==> src/rtl/uart_alu_host.sv <==
// Host-side initiator for the UART ALU link: sends A, B and opcode as three
// UART bytes, then waits for the one-byte result or declares a timeout.
module uart_alu_host #(
  parameter int OP_W        = 6,
  parameter int TIMEOUT_CYC = 2000000,
  parameter int TO_BITS     = 21
) (
  input  logic            clk,
  input  logic            reset,
  input  logic            cmd_valid,
  output logic            cmd_ready,
  input  logic [7:0]      cmd_a,
  input  logic [7:0]      cmd_b,
  input  logic [OP_W-1:0] cmd_op,
  output logic            tx_start,
  output logic [7:0]      tx_data,
  input  logic            tx_done_tick,
  input  logic            rx_done_tick,
  input  logic [7:0]      rx_data,
  output logic            resp_valid,
  output logic [7:0]      resp_data,
  output logic            resp_timeout,
  output logic            busy
);

  localparam logic [1:0] S_IDLE    = 2'd0;
  localparam logic [1:0] S_SEND    = 2'd1;
  localparam logic [1:0] S_WAIT_TX = 2'd2;
  localparam logic [1:0] S_WAIT_RX = 2'd3;

  localparam logic [TO_BITS-1:0] TO_LAST = TO_BITS'(TIMEOUT_CYC - 1);

  logic [1:0]         state;
  logic [1:0]         idx;
  logic [7:0]         a_q;
  logic [7:0]         b_q;
  logic [OP_W-1:0]    op_q;
  logic [TO_BITS-1:0] to_cnt;
  logic [7:0]         cur_byte;

  always_comb begin
    // NOTE: a default before the case keeps every path assigned, so no latch is inferred.
    cur_byte = 8'h00;
    case (idx)
      2'd0:    cur_byte = a_q;
      2'd1:    cur_byte = b_q;
      default: cur_byte = 8'(op_q);
    endcase
  end

  assign cmd_ready = (state == S_IDLE);
  assign busy      = (state != S_IDLE);

  // NOTE: sequential state uses non-blocking assignments so every register samples pre-edge values.
  always_ff @(posedge clk) begin
    if (reset) begin
      state        <= S_IDLE;
      idx          <= 2'd0;
      a_q          <= 8'h00;
      b_q          <= 8'h00;
      op_q         <= '0;
      to_cnt       <= '0;
      tx_start     <= 1'b0;
      tx_data      <= 8'h00;
      resp_valid   <= 1'b0;
      resp_data    <= 8'h00;
      resp_timeout <= 1'b0;
    end else begin
      // Pulses default low so each is exactly one cycle wide.
      tx_start   <= 1'b0;
      resp_valid <= 1'b0;
      case (state)
        S_IDLE: begin
          if (cmd_valid) begin
            a_q   <= cmd_a;
            b_q   <= cmd_b;
            op_q  <= cmd_op;
            idx   <= 2'd0;
            state <= S_SEND;
          end
        end
        S_SEND: begin
          tx_start <= 1'b1;
          tx_data  <= cur_byte;
          state    <= S_WAIT_TX;
        end
        S_WAIT_TX: begin
          if (tx_done_tick) begin
            if (idx == 2'd2) begin
              to_cnt <= '0;
              state  <= S_WAIT_RX;
            end else begin
              idx   <= idx + 2'd1;
              state <= S_SEND;
            end
          end
        end
        default: begin
          to_cnt <= to_cnt + 1'b1;
          // A byte arriving on the expiry cycle still counts as a real reply.
          if (rx_done_tick) begin
            resp_data    <= rx_data;
            resp_timeout <= 1'b0;
            resp_valid   <= 1'b1;
            state        <= S_IDLE;
          end else if (to_cnt == TO_LAST) begin
            resp_data    <= 8'h00;
            resp_timeout <= 1'b1;
            resp_valid   <= 1'b1;
            state        <= S_IDLE;
          end
        end
      endcase
    end
  end

endmodule

==> config.mk <==
export PLATFORM = sky130hd
export DESIGN_NAME = uart_alu_host
export DESIGN_NICKNAME = d
export VERILOG_FILES = /design/src/rtl/uart_alu_host.sv
export SDC_FILE = /design/constraint.sdc
export NUM_CORES = 1
export LEC_CHECK = 0
export ABC_CLOCK_PERIOD_IN_PS = 2600
export BUFFER_PORTS_ARGS = -buffer_cell sky130_fd_sc_hd__buf_2
export CAP_MARGIN = 40
export CORE_ASPECT_RATIO = 2
export CORE_MARGIN = 3
export CORE_UTILIZATION = 30
export CTS_BUF_LIST = sky130_fd_sc_hd__clkbuf_16
export DETAILED_ROUTE_END_ITERATION = 10
export GPL_ROUTABILITY_DRIVEN = 0
export SLEW_MARGIN = 10
export SYNTH_ARGS = -nofsm -noshare
export SYNTH_HDL_FRONTEND = slang
export SYNTH_SLANG_ARGS = --single-unit
export TNS_END_PERCENT = 1
==> constraint.sdc <==
create_clock -name clk -period 2.6 [get_ports clk]
set_clock_uncertainty 0.05 [all_clocks]
set_input_delay 0.13 -clock clk [delete_from_list [all_inputs] [get_ports clk]]
set_output_delay 0.13 -clock clk [all_outputs]
set_load 0.005 [all_outputs]
== Word-level counts from Yosys, hierarchy flattened ==
Index checks and enable logic that the tools add are counted.
Storage, ports and cells
  output and inout port bits: 21
  input bits: 35
  bits in registers: 66
  logic and storage cells: 59
Operators by class
  reductions and logical operators: 14
  equal/unequal tests: 9
  bitwise gates (word level): 2
  $add $sub $neg: 2
  mux-type cells: 21
Operators by type and width (count)
  $mux W21: 2
  $pmux W21 S2: 1
  $add A21 B1 Y21 const B: 1
  $eq A21 B21 Y1 const B: 1
  $mux W2: 8
  $mux W8: 2
  $pmux W8 S2: 1
  $ne A2 B2 Y1 const B: 4
  $pmux W2 S3: 1
  $reduce_and A3 Y1: 2
  $reduce_bool A2 Y1: 3
  $mux W1: 5
  $reduce_bool A5 Y1: 1
  $eq A2 B1 Y1 const B: 2
  $eq A2 B2 Y1 const B: 2
  $logic_not A2 Y1: 2
  $pmux W2 S2: 1
  $reduce_and A2 Y1: 2
  $reduce_and A4 Y1: 1
  $reduce_or A4 Y1: 1
  $reduce_or A3 Y1: 1
  $add A2 B1 Y2 const B: 1
  $not A1 Y1: 2
  $reduce_or A2 Y1: 1

== Longest topological paths before layout ==
Gate-level depths: netlist (run 1).
  word-level depth: 4
  mapped depth: 8
  mapped depth without buffers: 6

== Worst setup path after synthesis (run 1) ==
OpenSTA, ideal clock, no wires.
  kind: flip-flop to flip-flop
  start: register state[0]
  end: register to_cnt[20]
  cell stages (with the launch flop): 8
  path buffers: 1
  library setup time: 0.071 ns
  arrival time: 2.277 ns
  data required time: 2.479 ns
  clock period less this slack: 2.398 ns
  path slack: 0.202 ns
  cells stage by stage: dfxtp_1 inv_1 ha_1 or2_4 or4_4 buf_6 or4_1 a21oi_1
Between the ends
  cells in the longest elaborated chain, start to end: 4
  elaborated cells between the ends (all ways): 9
  those cells by class: 4 x eq/ne; 1 x mux; 1 x bitwise; 3 x reduce/logical
Ends and longest elaborated chain
  start, declared: RTL line 33  | logic [1:0] state;
  start signal, assigned: RTL line 57  | state <= S_IDLE;
  start signal, assigned: RTL line 79  | state <= S_SEND;
  start signal, assigned: RTL line 85  | state <= S_WAIT_TX;
  $logic_not A2 Y1 (*)
  net cmd_ready: RTL line 11  | output logic cmd_ready,
  $reduce_or A2 Y1 (no line) (*)
  $not A1 Y1 (no line)
  $reduce_and A3 Y1 (no line)
  end signal, assigned: RTL line 99  | to_cnt <= to_cnt + 1'b1;
  end, declared: RTL line 38  | logic [TO_BITS-1:0] to_cnt;
Mark *: on every way through the listed nets, which the timed path passes. The rest lies on a longest branch.
A chain may end at the register's enable or synchronous reset.

== Worst setup path after layout (run 1) ==
  start: register state[0]
  end: register to_cnt[14]
Between the ends
  cells in the longest elaborated chain, start to end: 4
  elaborated cells between the ends (all ways): 9
  those cells by class: 4 x eq/ne; 1 x mux; 1 x bitwise; 3 x reduce/logical
Ends and longest elaborated chain
  $eq A2 B1 Y1 or $logic_not A2 Y1 (tied branches): RTL line 72  | case (state)
  $reduce_or A2 Y1 (no line)
  $not A1 Y1 (no line)
  $reduce_and A3 Y1 (no line)
Parallel ways exist; a longest one is shown, timed or not.

==> flow_summary.ini, run 1 <==
[run_status]
status = complete, no violations

[logic_synthesis]
syn_area_per_cell_um2 = 8.25
syn_nets = 404
async_reset_ff_share_pct = 0
syn_area_um2 = 2980
ys_seq_elements = 66
synth-seq-area-share_pct = 44.4
ys_warn_count = 0
ys.flop_type = dfxtp_1
syn_inst = 361
synth.distinct_cells = 45
synth_edf_count = 0

[die]
coreArea_um2 = 9510
initial_core_util_pct = 31.3
dieArea_um2 = 11200
top_level_ports = 56
rows = 50
die_h_um = 147
die_x_um = 76.4

[global_routing]
grt_overflow = 0
grt.total_usage_pct = 14.4
grt_pass1_wl_mm = 13.0
grt_pass1_vias = 2702
antenna_found_initial = 0
grt_max_degree = 48

[route]
drc_errors = 0
viasPerCell = 4.96
wire_per_inst_um = 13.9
vias = 2790
drtAntennaViolNets = 0
drt-initial-drc-count = 163
route.final.wire_length_mm = 7.84
drt_first_pass_iters = 4

[clocking]
worst_skew_pair.late_latency_ns = 0.33
cts_max_level = 3
cts_tree = yes
cts_resized = 0
numCtsBuffers = 9
numClockSinks = 66
cts_root_buffer = clkbuf_16
cts.reportedPaths.clkPinSlew_ns = 0.06
clock_path_buffers = 2

[timing]
slew_violations = 0
fin_crit_sh_pct = 91.8
slew_headroom_pct = 52.4
fmax_mhz = 419
min_period_ns = 2.39
hold_ws_ns = 0.00152
rsz0062_at_grt = false
hold_viol = 0
worst_slew_pin_slew_ns = 0.712
setup_viol = 0
finalSetupTns_ns = 0

[critical_path]
crit_path_max_incr_delay_ns = 0.61
cp.arrival_ns = 2.59
critPathMaxFanout = 12
cpLargestDelayFamily = simple AND/OR/NAND/NOR gates
cp_num_buf_inv = 1
worst_setup_path_start_kind = flop
cp.required_ns = 2.81
cp_cell_sequence = inv_1 > ha_1 > or2_4 > or4_4 > or4_1 > a21oi_1
path_class = reg2reg
critical_path.endpoint_type = flop
cp_slowest_cell = or4_4
reg2regPathDepth = 6
worst-path-stages = 6

[cells_and_area]
nets = 470
syn2layout_area_growth_pct = 28.0
n_antenna_cell = 0
drive_above_1_share_pct = 19.9

[job]
drv_cap = 0

[power]
total_power_w = 0.00312
p_per_area_nw_per_um2 = 820
p_leak_nw = 1.41
max-vdd-ir-drop_v = 0.000450

[place]
hpwl_mm = 5.60
io_buffers = 55

[min_path]
hold_path_depth = 3
hp-class = in2reg
==> power breakdown <==
group,internal (W),switching (W)
registers,0.00115,0.0000796
logic,0.000337,0.000484
clock network,0.000632,0.000436
==> state kept, by name, summed over array words and instances (netlist names) <==
signal        cells
a_q               8
b_q               8
idx               2
op_q              6
resp_data         8
resp_timeout      1
resp_valid        1
state             2
to_cnt           21
tx_data           8
tx_start          1
==> stage by stage <==
step                std cells  util, %  area [um2]  worst slack [ns]
floorplan                 361        -        2980             0.202
global placement          528     35.4        3360             0.291
detailed placement        529     35.5        3380             0.231
CTS                       562     40.1        3810             0.214
global route              562     40.1        3810            0.0882
finish                    562     40.1        3810             0.212
==> kinds of logic after synthesis <==
group	share of synthesized area [%]
AOI/OAI and AO/OA	21.5
xor gates and xnor gates	2.06
adders and majority gates	3.36
buffers and inverters	4.83
DFF	44.4
and+or+nand+nor	23.9
==> worst min-delay path, delay by kind of cell <==
kind	cells	cell delay [ns]
buffers and inverters	1	0.10
AND/OR/NAND/NOR	1	0.05
AO/OA/AOI/OAI	1	0.05
==> path summary, 6_finish.rpt <==
check / start / to / slack [ns]
hold reg to reg: a_q[0] / a_q[0] / 0.40
hold / removal: cmd_a[7] / a_q[7] / 0.002
setup reg to reg: state[0] / to_cnt[14] / 0.21
setup / recovery: state[0] / to_cnt[14] / 0.21
==> cell usage after synthesis (2+ instances only) <==
cell / count / area, um2
a31oi_1: 2 / 12.5
nor4_1: 5 / 31.3
o21ai_0: 5 / 25.0
or2_2: 2 / 12.5
and2_1: 4 / 25.0
a211oi_1: 3 / 22.5
ha_1: 8 / 100
xor2_1: 2 / 17.5
or3_1: 2 / 12.5
dfxtp_1: 66 / 1320
nor3_1: 2 / 10.0
or4_4: 2 / 22.5
nand4_1: 3 / 18.8
buf_1: 4 / 15.0
inv_1: 9 / 33.8
o31ai_1: 10 / 75.1
nand3_1: 10 / 50.1
clkbuf_1: 17 / 63.8
or4_1: 13 / 97.6
a311oi_1: 15 / 131
nor2_1: 20 / 75.1
a22oi_1: 8 / 60.1
xnor2_1: 5 / 43.8
a21oi_1: 49 / 245
buf_2: 3 / 15.0
nand2_1: 71 / 267
nor2b_1: 3 / 18.8
==> layout make-up <==
type                       instances  area (um2)
multi-input combinational        260        1510
sequential                        66        1320
fill                             982        5700
timing repair buffer              81         517
clock buffer                       9         225
clock inverter                     7        37.5
inverter                           9        33.8
tap                              130         163
==> layout by cell type (no fill, tap or decap), types with 2 or more instances in the layout <==
master         count
nand2_1           71
a211oi_1           3
clkinvlp_4         2
inv_1             10
or3_1              2
buf_2             55
xnor2_1            5
ha_1               8
a311oi_1          15
nor4_1             5
a31oi_1            2
a22oi_1            8
dfxtp_1           66
clkinv_2           3
nor2_1            20
or4_1             13
a21oi_1           49
and2_1             4
clkbuf_16          9
nor2b_1            3
xor2_1             2
o21ai_0            5
nand4_1            3
nor3_1             2
dlygate4sd3_1     17
or4_4              2
or2_2              2
nand3_1           10
buf_4              8
o31ai_1           10
==> per-layer routing <==
metal,part of all wire (%),GRT usage (%),vias to the layer above
li1,-,-,1434
met1,40,14.7,1292
met2,55,27.2,51
met3,3.1,3.25,13
met4,2.4,6.62,0
met5,0,0,-
==> timing repair <==
action                                 4_1_cts  5_1_grt
hold buffers                                17        0
setup buffers                                0        0
endpoints found under the hold margin       17        0
Note: power is estimated with default switching activity, not from simulation.
==> run 2: changes to the inputs <==
ABC_CLOCK_PERIOD_IN_PS = 1970   (was 2600)
CORE_ASPECT_RATIO = 1.75   (was 2)
SETUP_SLACK_MARGIN = 0.1   (was unset)
clock period = 1.97 ns   (was 2.6 ns; I/O delays follow)
==> run 2 against run 1 <==
Net effect:
- clock-buffer cell count did not move
- critical endpoint is now to_cnt[12]
- register-to-register slack got worse by 0.33 ns
- wire length rose by 7.1%
- clock power increased by 27%
- critical path depth unchanged
- combinational power increased by 76%
- via count increased by 9.1%
- maximum frequency up 14%
- highest routed layer unchanged
- global-route usage increased by 1.2 points
- the flow now finishes with violations (negative setup slack)
- worst hold slack improved by 0.012 ns
- largest cell class unchanged
- flip-flop and latch count unchanged
==> flow_summary.ini, run 2 (synthesis gave the netlist of run 1 again) <==
[die]
coreArea_um2 = 9590
die_x_um = 81.3
initial_core_util_pct = 31.1
die_h_um = 138
top_level_ports = 56
rows = 47
dieArea_um2 = 11200

[run_status]
status = complete, but fails checks
violations = negative setup slack

[cells_and_area]
nets = 513
top_register = to_cnt
nFillCells = 935
seqCellArea_um2 = 1330
layout_commonest_cell = nand2_1
largest_register_ffs = 21
n_antenna_cell = 0
syn2layout_area_growth_pct = 43.2
multi_input_area_um2 = 1630
drive_above_1_share_pct = 27.6
final_cell_mix = nand2_1 (71), dfxtp_1 (64), buf_2 (55), a21oi_1 (48), buf_4 (37)

[clocking]
cts_max_level = 3
cts.reportedPaths.clkPinSlew_ns = 0.05
cts_root_buffer = clkbuf_16
numClockSinks = 66
cts_tree = yes
clock_path_buffers = 2
numCtsBuffers = 9
worst_skew_pair.late_latency_ns = 0.33
post_cts_buffers = 0

[route]
vias = 3045
wire_per_inst_um = 14.1
viasPerCell = 5.11
drc_errors = 0
drt-initial-drc-count = 125
route.final.wire_length_mm = 8.39
drt_first_pass_iters = 5
drtAntennaViolNets = 0

[critical_path]
cp.arrival_ns = 2.31
critical_path.endpoint_type = flop
cp_cell_sequence = inv_6 > ha_4 > or2_4 > or4_4 > or4_1 > a21oi_1
rr_startpoint = state[0]
cp.required_ns = 2.18
cp_slowest_cell = or4_4
crit_path_max_incr_delay_ns = 0.52
path_class = reg2reg
worst_setup_path_start_kind = flop
reg2reg_slack_ns = -0.12
reg2regPathDepth = 6
critPathMaxFanout = 6
timing.rr.end = to_cnt[12]

[timing]
worst_slew_pin_slew_ns = 0.528
slew_violations = 0
rsz0062_at_grt = true
hold_viol = 0
finalSetupTns_ns = -0.798
min_period_ns = 2.09
setup_viol = 10
setup_slack_ns = -0.122
fin_crit_sh_pct = 106
fmax_mhz = 478
slew_headroom_pct = 64.8

[min_path]
hold_path_depth = 3
min_to = resp_data[6]
min_from = rx_data[6]
hp-class = in2reg

[power]
p_leak_nw = 1.62
power_frac_comb_pct = 32.3
netSwitchingPower_w = 0.00143
p_seq_share_pct = 37.0
netSwitchingFraction_pct = 32.1
clkPwrFrac_pct = 30.6
p_per_area_nw_per_um2 = 1040
max-vdd-ir-drop_v = 0.000789
p_int_w = 0.00302

[global_routing]
grt_pass1_wl_mm = 13.4
grt_max_degree = 46
grt_pass1_vias = 2929
antenna_found_initial = 0
grt_overflow = 0
grt.total_usage_pct = 15.6

[job]
drv_cap = 0

[place]
hpwl_mm = 5.87
place_ws_ns = -0.169
io_buffers = 55
run 2: cell count changes in the layout (fill, tap and decap cells not counted), sizes merged:
cell / before / now
buf: 64 / 94
inv: 10 / 9
dlygate4sd3: 17 / 28
clkinvlp: 2 / 0
clkinv: 4 / 6
or4: 15 / 17
run 2: layer usage:
| layer | track usage (%) | up-vias | part of all wire, % |
|---|---|---|---|
| met3 | 4.38 | 25 | 3.5 |
| met2 | 27.9 | 74 | 56 |
| met5 | 0 | - | 0 |
| li1 | - | 1519 | - |
| met4 | 7.71 | 0 | 2.8 |
| met1 | 16.2 | 1427 | 37 |
run 2: critical path, delay by kind of cell (launching register included):
family / cells / cell delay (ns)
buf+inv: 1 / 0.05
compound gates: 1 / 0.14
fa+ha+maj: 1 / 0.15
simple gates: 3 / 1.27
flops: 1 / 0.37
run 2: power by group through the flow:
stage | clock network (W) | registers (W) | logic (W)
after floorplan | 0 | 0.00166 | 0.000750
after global placement | 0 | 0.00166 | 0.00132
after detailed placement | 0 | 0.00167 | 0.00134
after CTS | 0.00140 | 0.00164 | 0.00142
after global routing | 0.00145 | 0.00166 | 0.00161
final | 0.00136 | 0.00165 | 0.00144
run 2: per-stage QoR:
| step | power [W] | util (%) | instance area (um2) | hold WS, ns | instances |
|---|---|---|---|---|---|
| 2_1_floorplan | 0.00241 | - | 3030 | 0.184 | 361 |
| 3_3_place_gp | 0.00298 | 38.0 | 3640 | 0.291 | 551 |
| 5_1_grt | 0.00473 | 44.5 | 4260 | 0.0204 | 596 |
| 6_report | 0.00445 | 44.5 | 4260 | 0.0136 | 596 |
| 4_1_cts | 0.00447 | 43.8 | 4200 | 0.00176 | 595 |
| 3_5_place_dp | 0.00301 | 38.0 | 3640 | 0.294 | 551 |
run 2: area by class of cell:
type	instances	share of cell area (%)
clock buffers	9	5.28
clock inverters	6	0.587
inverters	9	0.910
multi-input cells	262	38.2
flip-flops and latches	66	31.1
well taps	122	3.58
repair buffers	122	20.3
run 2: timing repair:
action / in CTS / in global routing
hold buffers: 28 / 0
cloned: 1 / 1
endpoints found under the setup margin: 15 / 27
pin swaps: 5 / 7
resized for setup: 5 / 11
endpoints found under the hold margin: 28 / 0
run 2: how the worst max path moves through the flow:
stage | from | end | slack (ns)
after floorplan | state[1] | to_cnt[20] | -0.17
after global placement | state[1] | to_cnt[12] | -0.12
after detailed placement | state[0] | to_cnt[12] | -0.17
after CTS | state[0] | to_cnt[12] | -0.1
after global routing | state[0] | to_cnt[12] | -0.17
final | state[0] | to_cnt[12] | -0.12
